--- config.mk ---
export PLATFORM = sky130hd
export DESIGN_NAME = pipe_acc_core
export DESIGN_NICKNAME = d
export VERILOG_FILES = /design/src/rtl/pipe_acc_core.sv
export SDC_FILE = /design/constraint.sdc
export NUM_CORES = 1
export LEC_CHECK = 0
export BUFFER_PORTS_ARGS = -buffer_cell sky130_fd_sc_hd__buf_4
export CAP_MARGIN = 20
export CORE_MARGIN = 2
export CORE_UTILIZATION = 65
export CTS_BUF_LIST = sky130_fd_sc_hd__clkbuf_2 sky130_fd_sc_hd__clkbuf_4 sky130_fd_sc_hd__clkbuf_8
export DETAILED_ROUTE_END_ITERATION = 16
export PLACE_DENSITY = 0.79
export RECOVER_POWER = 50
export SLEW_MARGIN = 30
export SYNTH_ARGS = -nofsm -noshare
export SYNTH_HDL_FRONTEND = slang
export SYNTH_SLANG_ARGS = --single-unit
export TNS_END_PERCENT = 100
--- constraint.sdc ---
create_clock -name clk1 -period 4.1 [get_ports clk1]
set_input_delay 0.205 -clock clk1 [delete_from_list [all_inputs] [get_ports clk1]]
set_output_delay 0.205 -clock clk1 [all_outputs]
set_load 0.01 [all_outputs]
--- src/rtl/pipe_acc_core.sv ---
// Three-stage (IF/ID/EX) pipelined accumulator processor with a host load port,
// start/halt control, branch flushing, store-to-load forwarding and a retire counter.
module pipe_acc_core #(
    parameter int DATA_W = 16,
    parameter int ADDR_W = 5,
    parameter int CNT_W  = 16
) (
    input  logic              clk1,
    input  logic              rst,
    input  logic              start,
    input  logic              prog_we,
    input  logic [ADDR_W-1:0] prog_addr,
    input  logic [ADDR_W+3:0] prog_wdata,
    input  logic              data_we,
    input  logic [ADDR_W-1:0] data_addr,
    input  logic [DATA_W-1:0] data_wdata,
    output logic [DATA_W-1:0] data_rdata,
    output logic [DATA_W-1:0] acc,
    output logic [ADDR_W-1:0] pc,
    output logic              carry,
    output logic              zero,
    output logic              halted,
    output logic [CNT_W-1:0]  instr_cnt
);
    localparam int DEPTH = 1 << ADDR_W;
    localparam logic [3:0] OP_LDA = 4'd1, OP_STA = 4'd2, OP_ADD = 4'd3, OP_SUB = 4'd4,
                           OP_LDI = 4'd5, OP_JMP = 4'd6, OP_JZ  = 4'd7, OP_HLT = 4'd8;

    logic [ADDR_W+3:0] imem [DEPTH];
    logic [DATA_W-1:0] dmem [DEPTH];

    // vld_pipe[1] qualifies IF/ID, vld_pipe[2] qualifies ID/EX
    logic [2:1]        vld_pipe;
    logic [ADDR_W+3:0] if_id_ir;
    logic [ADDR_W-1:0] if_id_pc;
    logic [3:0]        id_ex_op;
    logic [ADDR_W-1:0] id_ex_arg;
    logic [ADDR_W-1:0] id_ex_pc;
    logic [DATA_W-1:0] id_ex_opd;

    logic [3:0]        id_op;
    logic [ADDR_W-1:0] id_arg;
    logic [DATA_W-1:0] id_opd;
    logic              ex_v, ex_sta, ex_taken, ex_hlt;
    logic [DATA_W:0]   sum, diff;

    assign id_op  = if_id_ir[ADDR_W+3:ADDR_W];
    assign id_arg = if_id_ir[ADDR_W-1:0];

    assign ex_v     = vld_pipe[2] && !halted;
    assign ex_sta   = ex_v && (id_ex_op == OP_STA);
    assign ex_taken = ex_v && ((id_ex_op == OP_JMP) || ((id_ex_op == OP_JZ) && zero));
    assign ex_hlt   = ex_v && (id_ex_op == OP_HLT);

    // A store in EX has not reached dmem yet, so a same-address read in ID takes acc.
    assign id_opd = (ex_sta && (id_ex_arg == id_arg)) ? acc : dmem[id_arg];

    assign sum  = {1'b0, acc} + {1'b0, id_ex_opd};
    assign diff = {1'b0, acc} - {1'b0, id_ex_opd};

    assign data_rdata = dmem[data_addr];
    assign zero       = (acc == '0);

    always_ff @(posedge clk1 or posedge rst) begin
        if (rst) begin
            acc       <= '0;
            pc        <= '0;
            carry     <= 1'b0;
            halted    <= 1'b1;
            instr_cnt <= '0;
            vld_pipe  <= '0;
            if_id_ir  <= '0;
            if_id_pc  <= '0;
            id_ex_op  <= '0;
            id_ex_arg <= '0;
            id_ex_pc  <= '0;
            id_ex_opd <= '0;
        end else if (halted) begin
            if (start) begin
                halted    <= 1'b0;
                pc        <= '0;
                vld_pipe  <= '0;
                instr_cnt <= '0;
                carry     <= 1'b0;
            end
        end else begin
            pc        <= pc + 1'b1;
            if_id_ir  <= imem[pc];
            if_id_pc  <= pc;
            id_ex_op  <= id_op;
            id_ex_arg <= id_arg;
            id_ex_pc  <= if_id_pc;
            id_ex_opd <= id_opd;
            vld_pipe  <= {vld_pipe[1], 1'b1};
            if (ex_v) begin
                instr_cnt <= instr_cnt + 1'b1;
                case (id_ex_op)
                    OP_LDA:  acc <= id_ex_opd;
                    OP_ADD:  {carry, acc} <= sum;
                    OP_SUB:  {carry, acc} <= diff;
                    OP_LDI:  acc <= DATA_W'(id_ex_arg);
                    default: ;
                endcase
            end
            if (ex_taken) begin
                pc       <= id_ex_arg;
                vld_pipe <= '0;
            end
            if (ex_hlt) begin
                halted   <= 1'b1;
                pc       <= id_ex_pc + 1'b1;
                vld_pipe <= '0;
            end
        end
    end

    // Host writes only land while halted, so they never collide with an executing STA.
    always_ff @(posedge clk1) begin
        if (halted && prog_we)
            imem[prog_addr] <= prog_wdata;
    end

    always_ff @(posedge clk1) begin
        if (halted && data_we)
            dmem[data_addr] <= data_wdata;
        else if (ex_sta)
            dmem[id_ex_arg] <= acc;
    end
endmodule

**Word-level counts from Yosys, hierarchy flattened**

Memory sizes are Yosys's and may differ from the RTL's. A register that Yosys moved wholly into a read port is not among the register bits.
Cells that the tools add are included.

- Register bits after elaboration: 60
- Bits in writable memories: 800
- Input port bits: 40
- Output and inout bits: 56
- Word-level logic and storage cells: 75
- Memories: 2

- $add $sub $neg: 5
- Eq/ne operators: 9
- Muxes and demuxes: 29
- Bitwise gates (word level): 1
- Reduce and logical (&&, ||, !) cells: 19

Memories:

| name | words | width | read ports | clocked after Yosys merged registers in | write ports | line | text |
|---|---|---|---|---|---|---|---|
| dmem | 32 | 16 | 2 | 1 | 1 | 30 | `logic [DATA_W-1:0] dmem [DEPTH];` |
| imem | 32 | 9 | 1 | 1 | 1 | 29 | `logic [ADDR_W+3:0] imem [DEPTH];` |

Operators with widths:

| cell | number |
|---|---|
| $mux 16 | 4 |
| $pmux 16 s4 | 1 |
| $mux 5 | 5 |
| $add 16x16->17 | 1 |
| $sub 16x16->17 | 1 |
| $add 16x1->16 const B | 1 |
| $eq 4x3->1 const B | 4 |
| $logic_not 16->1 | 1 |
| $reduce_or 16->1 | 1 |
| $mux 1 | 14 |
| $add 5x1->5 const B | 2 |
| $eq 4x2->1 const B | 2 |
| $mux 2 | 4 |
| $logic_and 1x1->1 | 7 |
| $reduce_and 3->1 | 2 |
| $eq 4x1->1 const B | 1 |
| $eq 4x4->1 const B | 1 |
| $reduce_bool 4->1 | 1 |
| $logic_not 1->1 | 3 |
| $reduce_bool 3->1 | 1 |
| $ne 2x2->1 const B | 1 |
| $pmux 1 s2 | 1 |
| $reduce_and 2->1 | 1 |
| $reduce_bool 2->1 | 1 |
| other kinds (2) | 2 |

**Longest topological paths before layout**

Gate-level depths: netlist of run 1.

- Depth after elaboration: 8
- Depth in mapped cells: 10
- Depth with buffers taken out: 10

**Least setup slack after synthesis of run 1**

No wires, ideal clock.

- Path type: register to register
- From: register halted
- To: memory dmem[0][0] (enable)
- Arrival: 2.851 ns
- Data required time: 3.691 ns
- Path slack: 0.840 ns
- Stages on the path, launching flop included: 8
- Path buffers: 3
- Clock period less this slack: 3.260 ns
- Cells stage by stage: dfstp_2 -> buf_6 -> nor3b_4 -> nand2_2 -> clkbuf_1 -> buf_1 -> a31oi_1 -> nor3_1

- Longest elaborated chain between the ends: 8

RTL lines:

| element | line | text |
|---|---|---|
| from (decl) | 22 | `output logic halted,` |
| from (signal assigned) | 69 | `halted <= 1'b1;` |
| from (signal assigned) | 80 | `halted <= 1'b0;` |
| from (signal assigned) | 110 | `halted <= 1'b1;` |
| $logic_not 1->1 | 50 | `assign ex_v = vld_pipe[2] && !halted;` |
| $logic_and 1x1->1 | 50 |  |
| $logic_and 1x1->1 | 51 | `assign ex_sta = ex_v && (id_ex_op == OP_STA);` |
| $mux 1 | 126 | `else if (ex_sta)` |
| $mux 1 | 124 | `if (halted && data_we)` |
| $mux 1 (not written as such) | 127 | `dmem[id_ex_arg] <= acc;` |
| $reduce_or 16->1 (no line) | - |  |
| $mux 5 (no line) / $mux 1 (equally long branches) | - |  |
| to (decl) | 30 |  |

Several ways; a longest one is shown, not always the timed one.

**Worst setup path in the final report of run 1**

- From: register halted
- To: register id_ex_opd[12] (read register of dmem)

- Longest elaborated chain between the ends: 1

RTL lines:

| element | line | text |
|---|---|---|
| $logic_not 1->1 (no line) | - |  |
| to (decl) | 39 | `logic [DATA_W-1:0] id_ex_opd;` |

Every way passes these cells.
A chain may end at the register's enable or synchronous reset.

==> results of run 1 <==
cells by family after synthesis:
kind of cell,share of synthesized area (%)
flip-flops,63.6
multiplexers,22.2
AND/OR/NAND/NOR,4.38
AO/OA/AOI/OAI,5.87
buffers and inverters,2.18
adder cells (fa/ha/maj),1.16
XOR/XNOR,0.618
registers in the layout, summed over array words and instances, names as in the netlist, 5 cells and up:
register	count
dmem	512
imem	288
acc	16
id_ex_opd	16
instr_cnt	16
if_id_ir	9
id_ex_arg	5
id_ex_pc	5
if_id_pc	5
pc	5
layout make-up:
type | count | area (µm²) | area share, %
antenna | 3 | 7.51 | 0.0162
timing repair buffer | 246 | 1850 | 4.00
inverter | 44 | 166 | 0.359
tap | 846 | 1060 | 2.29
sequential | 885 | 26200 | 56.5
clock buffer | 188 | 2300 | 4.97
clock inverter | 63 | 489 | 1.06
multi-input combinational | 1298 | 14300 | 30.8
through the flow:
step                      worst slack [ns]  std cells  total power [mW]  utilization (%)
after global placement               0.741       3300              22.8             69.3
after global routing                 0.301       3572              31.7             73.7
after CTS                            0.719       3570              30.5             74.0
after detailed placement             0.732       3300              23.0             69.3
after floorplan                      0.840       2401              19.1                -
final                                0.476       3573              30.6             73.7
cells in the final DEF, fill, tap and decap left out, drive strengths merged, types with 6 or more instances in the layout:
cell type,Yosys,routed
nor2,108,108
edfxtp,800,800
a21oi,65,65
dfrtp,84,84
a211oi,13,13
buf,75,164
clkbuf,99,251
xnor2,15,15
nor3,35,35
a31oi,11,11
inv,44,50
a2111oi,18,18
xor2,14,14
nor2b,11,11
a22o,16,16
nor4,9,9
o21ai,71,71
nand4,7,7
a221oi,16,16
mux2i,164,164
nor3b,9,9
or3,6,6
mux2,36,36
o22ai,11,11
ha,35,35
nand2b,8,8
a21o,13,13
nand3,36,36
dlygate4sd3,0,19
nand2,129,129
clkinv,0,48
mux4,314,314
a22oi,52,52
worst reg2reg max path, stage by stage (launching register included):
cell,delay (ns)
dfstp_4,0.57
nor3b_1,0.49
nand2_1,0.44
mux2i_4,0.32
buf_4,0.24
xnor2_1,0.31
nor4_4,0.07
buf_4,0.27
a2111oi_0,0.60
a221oi_2,0.07
per-layer routing:
metal	global-route usage, %	up-vias	routed length (µm)
li1	-	10300	-
met1	50.3	13000	41400
met2	55.0	2072	54200
met3	12.3	384	16800
met4	18.2	8	6710
met5	0	-	56
path summary, 6_finish.rpt:
check,start,end,slack [ns],cells past startpoint
worst max-delay path,halted$_DFF_PP1_,id_ex_opd[12]$_DFFE_PP0N_,0.48,9
worst min-delay path,data_wdata[1],dmem[30][1]$_DFFE_PP_,0.1,3
worst max register to register,halted$_DFF_PP1_,id_ex_opd[12]$_DFFE_PP0N_,0.48,9
worst min register to register,if_id_ir[5]$_DFFE_PP0N_,if_id_ir[5]$_DFFE_PP0N_,0.49,2
max in group asynchronous,rst,if_id_ir[0]$_DFFE_PP0N_,0.90,4
min in group asynchronous,rst,acc[12]$_DFFE_PP0P_,0.46,3
power breakdown:
group | internal, mW | switching, mW
Sequential | 10.7 | 1.02
Clock | 4.01 | 3.56
Combinational | 4.63 | 6.75
==> flow_metrics.env, run 1 <==
export IMPL_synth_area_leader_cell="edfxtp_1"
export IMPL_synth_cell_types=84
export IMPL_grt_usage_pct=37.1
export IMPL_synthTopCellsByCount="edfxtp_1 (800), mux4_2 (314), mux2i_1 (163)"
export IMPL_hold_viol_final=0
export IMPL_postSynthAreaPerCell_um2=17.1
export IMPL_grt_max_degree=54
export IMPL_cts_max_path_buffers=3
export IMPL_endpoint_kind="flop"
export IMPL_htreeDepth=4
export IMPL_cpPeakStageDelay_ns=0.60
export IMPL_path_clk_slew_ns=0.06
export IMPL_ir_drop_mv=0.424
export IMPL_crit_family="simple AND/OR/NAND/NOR gates"
export IMPL_yosysSeqAreaShare_pct=63.6
export IMPL_syn_nets=2478
export IMPL_routed_via_density=7.19
export IMPL_required_ns=4.67
export IMPL_yosysMostFrequentCell="edfxtp_1"
export IMPL_crit_chain="nor3b_1, nand2_1, mux2i_4, buf_4, xnor2_1, nor4_4, buf_4, a2111oi_0, a221oi_2"
export IMPL_area_delta_synth_final_pct=12.6
export IMPL_cts_hold_buf=19
export IMPL_start_util_pct=65.4
export IMPL_setup_viol=0
export IMPL_grt_pass1_vias=25800
export IMPL_worstSkewPairLatency_ns=0.82
export IMPL_num_vias=25700
export IMPL_netlist_area_leader_share_pct=58.4
export IMPL_wl_per_cell_um=33.4
export IMPL_status="complete, but fails checks"
export IMPL_worst_pin_slew_ns=2.34
export IMPL_p_per_area_nw_per_um2=661
export IMPL_clock_skew_ns=0.0473
export IMPL_dp_hpwl_um=74200
export IMPL_async_flop_share_pct=9.60
export IMPL_die_y_um=256
export IMPL_gp_congestion=0.958
export IMPL_numCtsBuffers=141
export IMPL_yosys_warnings=0
export IMPL_arrival_ns=4.19
export IMPL_synth_edff_count=800
export IMPL_synth_cells=2401
export IMPL_crit_path_max_fanout=31
export IMPL_nFillCells=3753
export IMPL_cts_root_buf="clkbuf_8"
export IMPL_netlist_area_um2=41100
export IMPL_first_pass_iters=8
export IMPL_grt_pass1_wl_um=173000
export IMPL_report_final_slew_viol_count=216
export IMPL_nets=2693
export IMPL_min_delay_path_class="in -> reg"
export IMPL_core_um2=62900
export IMPL_finalWirelength_um=119000
export IMPL_post_cts_resized=0
export IMPL_grt_overflow_total=0
export IMPL_drtAntennaViolNets=0
export IMPL_drive_gt1_share_pct=30.1
export IMPL_antenna_found_initial=8
export IMPL_maxCapViolCount=7
export IMPL_drc=0
export IMPL_fin_hold_ws_ns=0.0991
export IMPL_final_area_um2=46300
export IMPL_p_leak_nw=15.7
export IMPL_critPathKind="reg -> reg"
export IMPL_clkSinkCount=885
export IMPL_slowest_stage="a2111oi_0"
export IMPL_io_pins=96
export IMPL_rsz0062_at_grt="false"
export IMPL_cpMostUsedCell="buf_4"
export IMPL_max_freq_mhz=276
export IMPL_synthTopCellsByArea="edfxtp_1 (58%), mux4_2 (17%), dfrtp_1 (5.1%)"
export IMPL_setup_tns_ns=0
export IMPL_start_kind="flop"
export IMPL_cts_tree="built"
export IMPL_violations="capacitance limit, slew limit"
export IMPL_post_cts_buffers=0
export IMPL_path_buf_inv=2
export IMPL_drtIter0Drc=3800
export IMPL_die_width_um=256
export IMPL_ys_ff_latch=885
export IMPL_synth_ff_type="edfxtp_1"
export IMPL_post_dp_cell_area_um2=43500
export IMPL_rows=92
export IMPL_min_period_over_period_pct=88.4
export IMPL_die_area_um2=65300
export IMPL_slew_headroom_pct=-56.0
export IMPL_numPortBuffers=95
export IMPL_period_needed_ns=3.62
No activity file was read; power rests on OpenSTA's default activity.
==> inputs of run 2 (changes only) <==
Settings changed: GPL_TIMING_DRIVEN set to 0.
==> flow_metrics.env, run 2 (synthesis gave the netlist of run 1 again) <==
export IMPL_grt_pass1_wl_um=184000
export IMPL_cts_tree="built"
export IMPL_final_cell_mix="edfxtp_1 (800), mux4_2 (314), mux2i_1 (163), clkbuf_1 (150), clkbuf_8 (150)"
export IMPL_endpoint_kind="flop"
export IMPL_die_area_um2=65300
export IMPL_drtIter0Drc=4353
export IMPL_post_route_util_pct=74.2
export IMPL_cts_root_buf="clkbuf_8"
export IMPL_routed_via_density=7.23
export IMPL_numCtsBuffers=143
export IMPL_grt_pass1_vias=25900
export IMPL_min_period_over_period_pct=97.1
export IMPL_slew_headroom_pct=-19.0
export IMPL_gp_congestion=1.13
export IMPL_post_cts_buffers=0
export IMPL_clkSinkCount=885
export IMPL_drive_gt1_share_pct=29.2
export IMPL_nets=2782
export IMPL_finalWirelength_um=130000
export IMPL_p_per_area_nw_per_um2=689
export IMPL_worst_pin_slew_ns=1.78
export IMPL_min_delay_path_class="in -> reg"
export IMPL_io_pins=96
export IMPL_ir_drop_mv=0.477
export IMPL_maxCapViolCount=5
export IMPL_clock_skew_ns=0.0307
export IMPL_period_needed_ns=3.98
export IMPL_area_delta_synth_final_pct=13.3
export IMPL_htreeDepth=4
export IMPL_report_final_slew_viol_count=187
export IMPL_violations="capacitance limit, slew limit"
export IMPL_cts_max_path_buffers=3
export IMPL_hold_viol_final=0
export IMPL_post_dp_cell_area_um2=43700
export IMPL_start_util_pct=65.4
export IMPL_final_common_cell="edfxtp_1"
export IMPL_final_area_um2=46600
export IMPL_die_width_um=256
export IMPL_grt_usage_pct=40.3
export IMPL_max_freq_mhz=251
export IMPL_arrival_ns=4.63
export IMPL_largest_reg_flops=512
export IMPL_setup_viol=0
export IMPL_top_register="dmem"
export IMPL_crit_path_max_fanout=10
export IMPL_worstSkewPairLatency_ns=0.84
export IMPL_antenna_found_initial=8
export IMPL_critPathKind="reg -> reg"
export IMPL_wl_per_cell_um=35.4
export IMPL_dp_hpwl_um=93600
export IMPL_grt_max_degree=72
export IMPL_drc=0
export IMPL_top_regs="dmem: 512 flops, imem: 288 flops"
export IMPL_die_y_um=256
export IMPL_grt_overflow_total=0
export IMPL_drtAntennaViolNets=0
export IMPL_first_pass_iters=8
export IMPL_required_ns=4.75
export IMPL_start_kind="flop"
export IMPL_nFillCells=3833
export IMPL_numPortBuffers=91
export IMPL_rsz0062_at_grt="false"
export IMPL_status="complete, but fails checks"
export IMPL_p_leak_nw=15.8
export IMPL_rows=92
export IMPL_core_um2=62900
export IMPL_num_vias=26500
export IMPL_path_clk_slew_ns=0.07
run 2: layout make-up:
| type | instances | area (µm²) | share of cell area, % |
|---|---|---|---|
| diodes | 3 | 7.51 | 0.0161 |
| plain buffers | 174 | 746 | 1.60 |
| clock buffers | 195 | 2400 | 5.15 |
| clock inverters | 66 | 604 | 1.30 |
| inverters | 44 | 166 | 0.357 |
| multi-input cells | 1298 | 14400 | 30.8 |
| flip-flops and latches | 885 | 26200 | 56.1 |
| well taps | 846 | 1060 | 2.27 |
| repair buffers | 159 | 1110 | 2.39 |
run 2: worst paths after layout:
check,start,cells past startpoint,to,slack [ns]
min in group asynchronous,rst,4,acc[9]$_DFFE_PP0P_,0.58
setup reg to reg,if_id_ir[2]$_DFFE_PP0N_,8,id_ex_opd[15]$_DFFE_PP0N_,0.12
hold / removal,prog_addr[2],3,imem[11][5]$_DFFE_PP_,0.03
setup / recovery,if_id_ir[2]$_DFFE_PP0N_,8,id_ex_opd[15]$_DFFE_PP0N_,0.12
max in group asynchronous,rst,5,if_id_ir[3]$_DFFE_PP0N_,1.38
hold reg to reg,if_id_ir[8]$_DFFE_PP0N_,1,id_ex_op[3]$_DFFE_PP0N_,0.50
run 2: worst max-delay path, stage by stage, from the launching register on:
cell,delay (ns)
dfrtp_1,0.40
buf_2,0.25
buf_2,0.50
clkbuf_1,0.66
mux4_2,0.53
a22oi_1,0.23
o21ai_0,0.16
a2111oi_1,1.02
a221oi_2,0.06
run 2: timing repair:
item,4_1_cts,5_1_grt
hold buffers,16,0
setup endpoints to repair,0,5
endpoints found under the hold margin,410,0
resized for setup,0,2
run 2: power breakdown:
part / switching, mW / internal, mW
clock: 3.68 / 4.37
combinational: 8.19 / 4.64
sequential: 0.577 / 10.7
run 2: metrics by stage:
stage | TNS (ns) | std cells | worst slack (ns) | hold slack, ns | total power [mW]
finish | 0 | 3670 | 0.120 | 0.0332 | 32.1
global route | 0 | 3668 | 0.101 | 0.0493 | 33.0
CTS | 0 | 3666 | 0.143 | 0.00408 | 31.8
detailed placement | 0 | 3389 | 0.164 | 0.143 | 23.9
global placement | -414.85 | 3338 | -1.24 | 0.472 | 23.4
floorplan | 0 | 2401 | 0.840 | 0.304 | 19.1
run 2: per-layer routing:
layer | GRT usage (%) | wire length (µm) | part of all wire [%]
met5 | 0 | 303 | 0.23
met2 | 59.1 | 58100 | 45
met3 | 15.5 | 19700 | 15
met4 | 14.6 | 5440 | 4.2
met1 | 55.9 | 46300 | 36
